## src/rtl/music_score_player_if.sv

```systemverilog
// Loader and playback signal bundle for music_score_player.
// master = loader/beat-timer side, slave = the player.
interface music_score_player_if #(
  parameter int DATA_WDTH = 5,
  parameter int COL_BITS  = 8
);
  logic                 W_EN;
  logic [COL_BITS-1:0]  addra;
  logic [DATA_WDTH-1:0] dina;
  logic                 start;
  logic                 stop;
  logic                 loop;
  logic [COL_BITS-1:0]  len;
  logic                 step;
  logic [DATA_WDTH-1:0] note;
  logic                 note_vld;
  logic [COL_BITS-1:0]  play_addr;
  logic                 busy;
  logic                 done;

  modport master (
    output W_EN, addra, dina,
    output start, stop, loop, len, step,
    input  note, note_vld, play_addr, busy, done
  );

  modport slave (
    input  W_EN, addra, dina,
    input  start, stop, loop, len, step,
    output note, note_vld, play_addr, busy, done
  );
endinterface

```

## src/rtl/music_score_player.sv

```systemverilog
// Score RAM with independent write port and a playback sequencer.
// MUSIC_RAM_BYPASS_EN: write-first forwarding on read/write collision.
module music_score_player #(
  parameter int DATA_WDTH = 5,
  parameter int COL       = 100,
  parameter int COL_BITS  = 8
) (
  input logic clk,
  input logic rst,
  music_score_player_if.slave bus
);
  localparam int AW = $clog2(COL);
  localparam logic [COL_BITS:0] COL_W = (COL_BITS+1)'(COL);

  typedef enum logic {IDLE, PLAY} state_t;

  state_t state, state_nxt;

  logic [DATA_WDTH-1:0] mem [COL];

  logic [COL_BITS-1:0]  play_addr, addr_nxt;
  logic [COL_BITS:0]    len_q, len_nxt;
  logic                 loop_q, loop_nxt;
  logic                 done_q, done_nxt;
  logic                 vld_q, vld_nxt;
  logic [DATA_WDTH-1:0] note_q;
  logic [DATA_WDTH-1:0] rd;
  logic [COL_BITS:0]    len_min;
  logic [COL_BITS:0]    last;
  logic                 wr_ok;

  assign wr_ok   = ({1'b0, bus.addra} < COL_W);
  assign len_min = ({1'b0, bus.len} > COL_W)
                 ? COL_W : {1'b0, bus.len};
  assign last    = len_q - 1'b1;

`ifdef MUSIC_RAM_BYPASS_EN
  assign rd = (bus.W_EN && wr_ok &&
               bus.addra == play_addr)
            ? bus.dina : mem[play_addr[AW-1:0]];
`else
  assign rd = mem[play_addr[AW-1:0]];
`endif

  // write port; contents survive reset
  always_ff @(posedge clk) begin
    if (bus.W_EN && wr_ok)
      mem[bus.addra[AW-1:0]] <= bus.dina;
  end

  // state register
  always_ff @(posedge clk) begin
    if (rst) state <= IDLE;
    else     state <= state_nxt;
  end

  // next-state and sequencer control
  always_comb begin
    state_nxt = state;
    addr_nxt  = play_addr;
    len_nxt   = len_q;
    loop_nxt  = loop_q;
    done_nxt  = 1'b0;
    vld_nxt   = 1'b0;
    if (bus.stop) begin
      state_nxt = IDLE;
    end else if (bus.start && bus.len != '0) begin
      state_nxt = PLAY;
      addr_nxt  = '0;
      len_nxt   = len_min;
      loop_nxt  = bus.loop;
    end else if (state == PLAY) begin
      if (bus.step) begin
        if ({1'b0, play_addr} == last) begin
          if (loop_q) begin
            addr_nxt = '0;
          end else begin
            state_nxt = IDLE;
            done_nxt  = 1'b1;
          end
        end else begin
          addr_nxt = play_addr + 1'b1;
        end
      end else begin
        vld_nxt = 1'b1;
      end
    end
  end

  // sequencer datapath and registered read
  always_ff @(posedge clk) begin
    if (rst) begin
      play_addr <= '0;
      len_q     <= '0;
      loop_q    <= 1'b0;
      done_q    <= 1'b0;
      vld_q     <= 1'b0;
      note_q    <= '0;
    end else begin
      play_addr <= addr_nxt;
      len_q     <= len_nxt;
      loop_q    <= loop_nxt;
      done_q    <= done_nxt;
      vld_q     <= vld_nxt;
      if (state == PLAY) note_q <= rd;
    end
  end

  // outputs
  always_comb begin
    bus.busy      = (state == PLAY);
    bus.done      = done_q;
    bus.note_vld  = vld_q;
    bus.note      = note_q;
    bus.play_addr = play_addr;
  end
endmodule

```

## src/flat_wrapper.sv

```systemverilog
// flat-port wrapper written by rule: the top's interface ports become plain ports
module music_score_player_flat 
#(
  parameter int DATA_WDTH = 5,
  parameter int COL       = 100,
  parameter int COL_BITS  = 8
)
  (clk, rst, bus_W_EN, bus_addra, bus_dina, bus_start, bus_stop, bus_loop, bus_len, bus_step, bus_note, bus_note_vld, bus_play_addr, bus_busy, bus_done);
  music_score_player_if #(.DATA_WDTH(DATA_WDTH), .COL_BITS(COL_BITS)) bus_i ();
  input logic clk;
  input logic rst;
  input wire logic [$bits(bus_i.W_EN)-1:0] bus_W_EN;
  input wire logic [$bits(bus_i.addra)-1:0] bus_addra;
  input wire logic [$bits(bus_i.dina)-1:0] bus_dina;
  input wire logic [$bits(bus_i.start)-1:0] bus_start;
  input wire logic [$bits(bus_i.stop)-1:0] bus_stop;
  input wire logic [$bits(bus_i.loop)-1:0] bus_loop;
  input wire logic [$bits(bus_i.len)-1:0] bus_len;
  input wire logic [$bits(bus_i.step)-1:0] bus_step;
  output wire logic [$bits(bus_i.note)-1:0] bus_note;
  output wire logic [$bits(bus_i.note_vld)-1:0] bus_note_vld;
  output wire logic [$bits(bus_i.play_addr)-1:0] bus_play_addr;
  output wire logic [$bits(bus_i.busy)-1:0] bus_busy;
  output wire logic [$bits(bus_i.done)-1:0] bus_done;
  assign bus_i.W_EN = bus_W_EN;
  assign bus_i.addra = bus_addra;
  assign bus_i.dina = bus_dina;
  assign bus_i.start = bus_start;
  assign bus_i.stop = bus_stop;
  assign bus_i.loop = bus_loop;
  assign bus_i.len = bus_len;
  assign bus_i.step = bus_step;
  assign bus_note = bus_i.note;
  assign bus_note_vld = bus_i.note_vld;
  assign bus_play_addr = bus_i.play_addr;
  assign bus_busy = bus_i.busy;
  assign bus_done = bus_i.done;
  music_score_player #(.DATA_WDTH(DATA_WDTH), .COL(COL), .COL_BITS(COL_BITS)) u_core (.clk(clk), .rst(rst), .bus(bus_i));
endmodule
```

## config.mk

```make
export PLATFORM = sky130hd
export DESIGN_NAME = music_score_player_flat
export DESIGN_NICKNAME = d
export VERILOG_FILES = /design/src/rtl/music_score_player_if.sv /design/src/rtl/music_score_player.sv /design/src/flat_wrapper.sv
export SDC_FILE = /design/constraint.sdc
export NUM_CORES = 1
export LEC_CHECK = 0
export CAP_MARGIN = 20
export CORE_MARGIN = 5
export CORE_UTILIZATION = 56
export DETAILED_ROUTE_END_ITERATION = 6
export PLACE_DENSITY = 0.73
export SYNTH_ARGS = -nofsm -noshare
export SYNTH_HDL_FRONTEND = slang
export SYNTH_SLANG_ARGS = --single-unit
```

## constraint.sdc

```tcl
create_clock -name clk -period 2.2 [get_ports clk]
set_input_delay 0.22 -clock clk [delete_from_list [all_inputs] [get_ports clk]]
set_output_delay 0.22 -clock clk [all_outputs]
set_load 0.02 [all_outputs]
```

-- Word-level counts from Yosys, hierarchy flattened
Memories as Yosys holds them, arrays and structs flattened. A register that Yosys moved wholly into a read port is not among the register bits.
Cells that the tools add are included.
- bits in registers: 21
- bits in writable memories: 500
- input port bits: 28
- output and inout port bits: 16
- memories: 1
- add/sub/neg operators: 2
- magnitude comparators: 2
- equality and inequality tests: 2
- multiplexer cells: 15
- bitwise logic cells: 4
- reduce and logical (&&, ||, !) cells: 10
- memories (name ; depth ; width ; rd ports ; clocked after memory_dff ; wr ports ; RTL line ; text):
    u_core.mem ; 100 ; 5 ; 1 ; 1 ; 1 ; music_score_player.sv:19 ; logic [DATA_WDTH-1:0] mem [COL];
- operator list (kind ; count):
    8-bit 2-to-1 mux ; 6
    8-bit by 9-bit == test with 1-bit output ; 1
    1-bit 2-to-1 mux ; 9
    9-bit by 1-bit subtractor with 9-bit output, second input constant ; 1
    8-bit by 1-bit adder with 8-bit output, second input constant ; 1
    8-bit by 7-bit > comparator with 1-bit output, second input constant ; 1
    8-bit by 7-bit < comparator with 1-bit output, second input constant ; 1
    8-bit nonzero test ; 1
    6-bit OR reduction ; 1
    1-bit NOT ; 4
    4-bit AND reduction ; 1
    2-bit nonzero test ; 2
    4-bit OR reduction ; 1
    3-bit by 1-bit != test with 1-bit output, second input constant ; 1
    1-bit logical AND ; 2
    2-bit AND reduction ; 1
    2-bit OR reduction ; 1

-- Logic depth before layout (Yosys ltp)
Gate-level depths: netlist of run 1.
- word-level depth: 6
- mapped depth: 10
- depth with buffers taken out: 8

-- Worst setup path before layout of run 1
No wires, ideal clock.
- path kind: register -> register
- start point: register u_core.play_addr[0] (netlist: u_core.bus.play_addr[0])
- end point: register u_core.note_q[1] (netlist: u_core.bus.note[1]), read port of u_core.mem
- arrival time: 2.440 ns
- path slack: -0.370 ns
- cell stages (with the launch flop): 9
- path buffers: 4
- clock period less this slack: 2.570 ns
- cells stage by stage: dfxtp_1 -> buf_4 -> buf_2 -> buf_2 -> buf_4 -> mux4_2 -> mux2_2 -> o221ai_1 -> nand4_1
- RTL lines (item ; RTL line ; text):
    start, declared ; music_score_player.sv:21 ; logic [COL_BITS-1:0] play_addr, addr_nxt;
    start signal, assigned ; music_score_player.sv:100 ; play_addr <= addr_nxt;
    end, declared ; music_score_player.sv:26 ; logic [DATA_WDTH-1:0] note_q;

-- Final worst setup path of run 1
- start point: register u_core.len_q[0]
- end point: register u_core.play_addr[3] (netlist: u_core.bus.play_addr[3])
- longest elaborated chain between the ends: 6
- elaborated cells between the ends (all ways): 8
- ends and longest elaborated chain (item ; RTL line ; text):
    start, declared ; music_score_player.sv:22 ; logic [COL_BITS:0] len_q, len_nxt;
    start signal, assigned ; music_score_player.sv:101 ; len_q <= len_nxt;
    9-bit by 1-bit subtractor with 9-bit output (*) ; music_score_player.sv:35 ; assign last = len_q - 1'b1;
    8-bit by 9-bit == test with 1-bit output (*) ; music_score_player.sv:74 ; if ({1'b0, play_addr} == last) begin
    8-bit 2-to-1 mux ; music_score_player.sv:74 ;
    8-bit 2-to-1 mux ; music_score_player.sv:73 ; if (bus.step) begin
    8-bit 2-to-1 mux ; music_score_player.sv:72 ; end else if (state == PLAY) begin
    8-bit 2-to-1 mux ; music_score_player.sv:67 ; end else if (bus.start && bus.len != '0) begin
Every way passes the cells marked *; elsewhere a longest branch is shown, timed or not. The select of a mux whose other input is x is not followed.
A chain may end at the register's enable or synchronous reset.

==> results.ini, run 1 <==
[status]
outcome=finished, violations left
violations=negative setup slack

[die]
die_height_microns=203
die_w_microns=203
die-area_sq_um=41400
io_pins=44
coreArea_sq_um=36800
start_util=0.570
rows=70

[grt]
grt_pass1_vias=12200
antenna_found_initial=0
grt_pass1_wl_mm=76.1
grt_usage=0.245
gr-total-overflow=0
grt_max_degree=101

[synthesis]
synth-main-ff-cell=edfxtp_1
yosysTopAreaCell=edfxtp_1
yosysSeqAreaShare=0.740
yosys.cell_count.top_type=edfxtp_1
synthCells=1093
synth_seq_cells=525
syn_area_per_cell_sq_um=19.2
yosysWarnings=0
syn_area_sq_um=21000
synth_edf_count=500
synthTopCellsByCount=edfxtp_1 (500), mux4_2 (140), nor2_1 (128)
synth.distinct_cells=57
synthArstFlopShare=0
yosys-top-cells-area=edfxtp_1 (72%), mux4_2 (15%), dfxtp_1 (2.4%)
synth.top_cell.area_share=0.716
synth_nets=1123

[place]
portBuffers=43
hpwlAfterDp_mm=31.1
gp_congestion=0.862
dpl_worst_slack_ns=-0.174

[pwr]
power.density_nw_per_um2=806
p_sw_frac=0.197
seq_power_share=0.520
switchingPower_mw=4.15
p_comb_frac=0.047
p_leak_nw=8.66
finalPower_mw=21.1
pwr-share-clk=0.432
p_int_mw=17.0
irDropWorstVdd_mv=0.569

[clock_tree]
cts_made_buffers=52
worstSkewPairLatency_ns=0.57
ctsHoldBuffers=0
cts.clk_slew.worst_paths_ns=0.06
clockRootBuffer=clkbuf_16
clock_path_buffers=3
clock-sinks=525
tritoncts=done
h-tree-depth=2

[setup_path]
crit_type=reg2reg
cpPeakStageDelay_ns=0.54
startpoint=u_core.len_q[0]
endpoint_kind=flip-flop
cp_max_fo=6
critical-path-top-delay-family=simple AND/OR/NAND/NOR gates
cp_slowest_cell=or4_4
r2r_start=u_core.len_q[0]
critPathRequiredTime_ns=2.70
crit_chain=or4_4 -> or4_4 -> a21oi_2 -> o2111ai_2 -> buf_4 -> o32a_1 -> o211ai_2
cpMostUsedCell=or4_4
worstPathArrival_ns=2.90
worst-path-buf-inv=1
cp-start-kind=flip-flop

[run]
drv_cap=0

[sta]
hold_viol=0
period_share=1.09
finClkSkew_ns=0.0129
max_freq_mhz=416
rsz0062_at_grt=true
slew_viol_final=0
min_period_ns=2.40
worst_slew_pin_slew_ns=0.816
finalSetupViolations=15
max-slew-margin-rel=0.451
setup_slack_ns=-0.201

[route]
drtAntennaViolNets=0
wl_per_cell_microns=26.7
routed-via-count=12000
drt-pass1-iter-count=5
drcViolationCount=0
routed_wl_mm=50.9
vias_per_cell=6.30
drt_first_iter_violations=1285

[worst_hold_path]
worstHoldStart=bus_dina[3]
hp-class=in2reg

[cells_and_area]
num-fill-cells=2188
drive_gt1_frac=0.370
ff_latch_area_sq_um=15500
area_growth_pct=24.9
final_nets=1423
antenna_cells=0
multi_input_area_sq_um=5310

cell families after synthesis:
group                    count (synthesis)  share of synthesized area
AO/OA/AOI/OAI                           69                     0.0238
XOR/XNOR                                11                    0.00460
adder cells (fa/ha/maj)                  2                    0.00119
buffers and inverters                   68                     0.0139
flip-flops                             525                      0.740
multiplexers                           161                      0.161
AND/OR/NAND/NOR                        257                     0.0555
area by class of cell:
type                            instances  share of cell area
Inverter                                9             0.00134
Timing Repair Buffer                  305               0.112
Clock buffer                           67              0.0546
Clock inverter                         31              0.0137
Sequential cell                       525               0.593
Multi-Input combinational cell        500               0.203
Tap cell                              468              0.0224
final timing paths:
check,cells after the start,to,slack [ns]
hold / removal,2,u_core.mem[91][3],0.16
hold reg to reg,1,u_core.len_q[7],0.53
setup reg to reg,7,u_core.bus.play_addr[3],-0.20
setup / recovery,7,u_core.bus.play_addr[3],-0.20
timing repair:
action | CTS | global route
pin swaps | 7 | 11
endpoints found under the setup margin | 16 | 15
endpoints found under the hold margin | 0 | 0
setup buffers | 17 | 11
resized for setup | 25 | 36
cloned | 2 | 2
flip-flops by register name (all words and copies together), names as in the netlist:
signal and count:
u_core.mem 500, u_core.bus.play_addr 8, u_core.len_q 8, u_core.bus.note 5
u_core.bus.busy 1, u_core.bus.done 1, u_core.bus.note_vld 1, u_core.loop_q 1
worst reg2reg max path: stages (launching register included):
cell and delay, ns:
dfxtp_4 0.35, or4_4 0.54, or4_4 0.43, a21oi_2 0.15
o2111ai_2 0.12, buf_4 0.18, o32a_1 0.39, o211ai_2 0.17
per-stage QoR:
| stage | instance area [sq um] | hold WS, ns | cells | utilization | setup TNS, ns |
|---|---|---|---|---|---|
| after floorplan | 21100 | 0.292 | 1093 | - | -0.0319 |
| after global placement | 23700 | 0.485 | 1776 | 0.645 | -18.80 |
| after detailed placement | 23700 | 0.490 | 1776 | 0.645 | -31.32 |
| after CTS | 25900 | 0.183 | 1893 | 0.704 | -1.51 |
| after global routing | 26200 | 0.179 | 1905 | 0.712 | -2.86 |
| final | 26200 | 0.163 | 1905 | 0.712 | -2.03 |
layer usage:
metal,up-vias,wire length (microns),track usage
li1,5072,-,-
met1,6157,19900,0.354
met2,664,24800,0.393
met3,108,4510,0.0421
met4,0,1700,0.0752
met5,-,0,0
layout by cell type (no fill, tap or decap), types with 10 or more instances in the layout:
master             n
clkdlybuf4s50_1   37
clkinv_2          10
clkbuf_16         55
buf_4            211
nor3_1            13
buf_6             12
nand2_1           40
clkinv_1          11
nor2_1           128
nand3_1           22
mux4_2           140
mux2i_1           17
edfxtp_1         500
buf_12            31
dfxtp_1           20
power by group through the flow:
stage / Combinational, mW / Sequential [mW] / Clock [mW]
6_report: 1.00 / 11.0 / 9.12
5_1_grt: 1.06 / 11.0 / 9.69
4_1_cts: 0.944 / 11.0 / 9.23
3_5_place_dp: 0.862 / 11.2 / 0
3_3_place_gp: 0.843 / 11.2 / 0
2_1_floorplan: 0.409 / 11.2 / 0
Power figures use the tool's default switching activity.
==> run 2: changes to the inputs <==
ABC_AREA = 1   (was not set)
CORE_MARGIN = 4   (was 5)
==> results.ini, run 2 <==
[clock_tree]
worstSkewPairLatency_ns=0.60
clock-sinks=525
h-tree-depth=2
tritoncts=done
cts.clk_slew.worst_paths_ns=0.06
clockRootBuffer=clkbuf_16
clock_path_buffers=3
cts_made_buffers=52

[place]
postPlaceCellArea_sq_um=24800
portBuffers=43
dp_cells=2774
gp_congestion=0.910
hpwlAfterDp_mm=36.1
dpl_worst_slack_ns=-0.0924

[cells_and_area]
stdcell_area_sq_um=26800
largest_register_ffs=500
fin_cells=2883
antenna_cells=0
drive_gt1_frac=0.145
fin_util=0.673
mostFrequentLayoutCell=edfxtp_1
layout_common_cells=edfxtp_1 (500), nand2_1 (492), nand3_1 (290)
num-fill-cells=2886
area_growth_pct=18.8
final_nets=2347

[setup_path]
worstPathArrival_ns=2.67
cp-start-kind=flip-flop
endpoint_kind=flip-flop
ff2ff_path_depth=12
cp_max_fo=30
critPathRequiredTime_ns=2.69
crit_type=reg2reg

[synthesis]
synth-main-ff-cell=edfxtp_1
synth.top_cell.area_share=0.665
synthArstFlopShare=0
synth.distinct_cells=34
synth_compound_gate_area_share=0.0454
synth_seq_cells=525
synthCells=2133
yosysWarnings=0
synthTopCellsByCount=edfxtp_1 (500), nand2_1 (493), nand3_1 (293)
syn_area_per_cell_sq_um=10.6
synth_xor_xnor_area_share=0.00233
synth.area.mux_share=0
yosys.cell_count.top_type=edfxtp_1
yosys-top-cells-area=edfxtp_1 (67%), nand2_1 (8.2%), nand3_1 (6.5%)
yosysTopAreaCell=edfxtp_1
synth_fa_ha_area_frac=0.00111
synth_top_family_by_area=simple AND/OR/NAND/NOR gates
syn_area_sq_um=22600
synth_edf_count=500
synth_nets=2163
yosys.area_share.simple=0.208
yosysSeqAreaShare=0.688

[sta]
setup_slack_ns=0.0261
finClkSkew_ns=0.0282
worst_slew_pin_slew_ns=0.564
slew_viol_final=0
min_period_ns=2.17
hold_viol=0
max_freq_mhz=460
holdWs_ns=0.0360
setup_tns_ns=0
period_share=0.988
max-slew-margin-rel=0.624
rsz0062_at_grt=true
finalSetupViolations=0

[route]
drt-pass1-iter-count=6
vias_per_cell=5.73
drtAntennaViolNets=0
routed-via-count=16500
routed_wl_mm=59.7
wl_per_cell_microns=20.7
drt_first_iter_violations=2032
drcViolationCount=0

[die]
die-area_sq_um=43600
io_pins=44
die_w_microns=209
coreArea_sq_um=39800
die_height_microns=209
rows=73
start_util=0.567

[pwr]
finalPower_mw=20.3
irDropWorstVdd_mv=0.752
p_leak_nw=10.3
power.density_nw_per_um2=759

[grt]
gr-total-overflow=0
antenna_found_initial=0
grt_pass1_vias=15800
grt_max_degree=83
grt_usage=0.258
grt_pass1_wl_mm=88.1

[worst_hold_path]
hp-class=in2reg
holdPathStages=1

[run]
drv_cap=0

[status]
outcome=completed

run 2: changes by cell type in the layout (fill, tap and decap cells not counted), moves of 20 or more:
cell      previous run  this run
buf_4              211       175
nand2_1             40       492
inv_1                3       184
o21ai_0              8       111
mux4_2             140         0
nor2_1             128       261
or2_2                2        33
a21oi_1              7        27
o211ai_1             7        34
nand3_1             22       290
run 2: final timing paths:
| path | start | endpoint | slack [ns] |
|---|---|---|---|
| worst min register to register | u_core.len_q[7] | u_core.len_q[7] | 0.48 |
| worst max register to register | u_core.bus.play_addr[0] | u_core.bus.note[4] | 0.03 |
| worst max-delay path | u_core.bus.play_addr[0] | u_core.bus.note[4] | 0.03 |
| worst min-delay path | bus_dina[0] | u_core.mem[23][0] | 0.04 |
run 2: cell type report:
cell class | instances | area (sq um) | share of cell area
timing repair buffer | 248 | 2430 | 0.0905
clock buffer | 61 | 1350 | 0.0502
multi-input combinational | 1300 | 5840 | 0.218
tap | 525 | 657 | 0.0245
clock inverter | 34 | 290 | 0.0108
sequential | 525 | 15500 | 0.579
inverter | 190 | 726 | 0.0271
run 2: power by group:
part | total, mW | switching, mW | leakage, nW | internal, mW
clock network | 8.48 | 3.65 | 0.778 | 4.84
logic | 0.852 | 0.583 | 4.84 | 0.269
registers | 11.0 | 0.0316 | 4.70 | 11.0
run 2: kinds of logic after synthesis:
| family | count (synthesis) |
|---|---|
| AO/OA/AOI/OAI | 184 |
| AND/OR/NAND/NOR | 1108 |
| adder cells (fa/ha/maj) | 2 |
| flip-flops | 525 |
| XOR/XNOR | 6 |
| buffers and inverters | 308 |
run 2: critical path: stages, from the launching register on:
cell     delay, ns
dfxtp_4       0.47
buf_16        0.20
buf_16        0.19
nor2_1        0.07
nor2_1        0.10
o21ai_0       0.11
nand3_1       0.12
nand3_1       0.13
nand3_2       0.14
nand3_1       0.14
nand2_1       0.16
nand2_1       0.08
a21oi_1       0.15
run 2: what timing repair did:
item                                    CTS  global route
endpoints found under the setup margin    3            13
hold buffers                              0             0
resized for setup                         4            23
pin swaps                                 0             3
gates cloned                              0             8
setup buffers                             0             6
run 2: layer usage:
| metal | share of wire | global-route usage |
|---|---|---|
| met1 | 0.40 | 0.360 |
| met3 | 0.10 | 0.0437 |
| met4 | 0.031 | 0.0869 |
| met5 | 0 | 0 |
| met2 | 0.47 | 0.420 |
==> run 3: changes to the inputs <==
CAP_MARGIN = not set   (was 20)
==> results of run 3 <==
The final DEF is identical to that of run 2; final timing and power are the same.
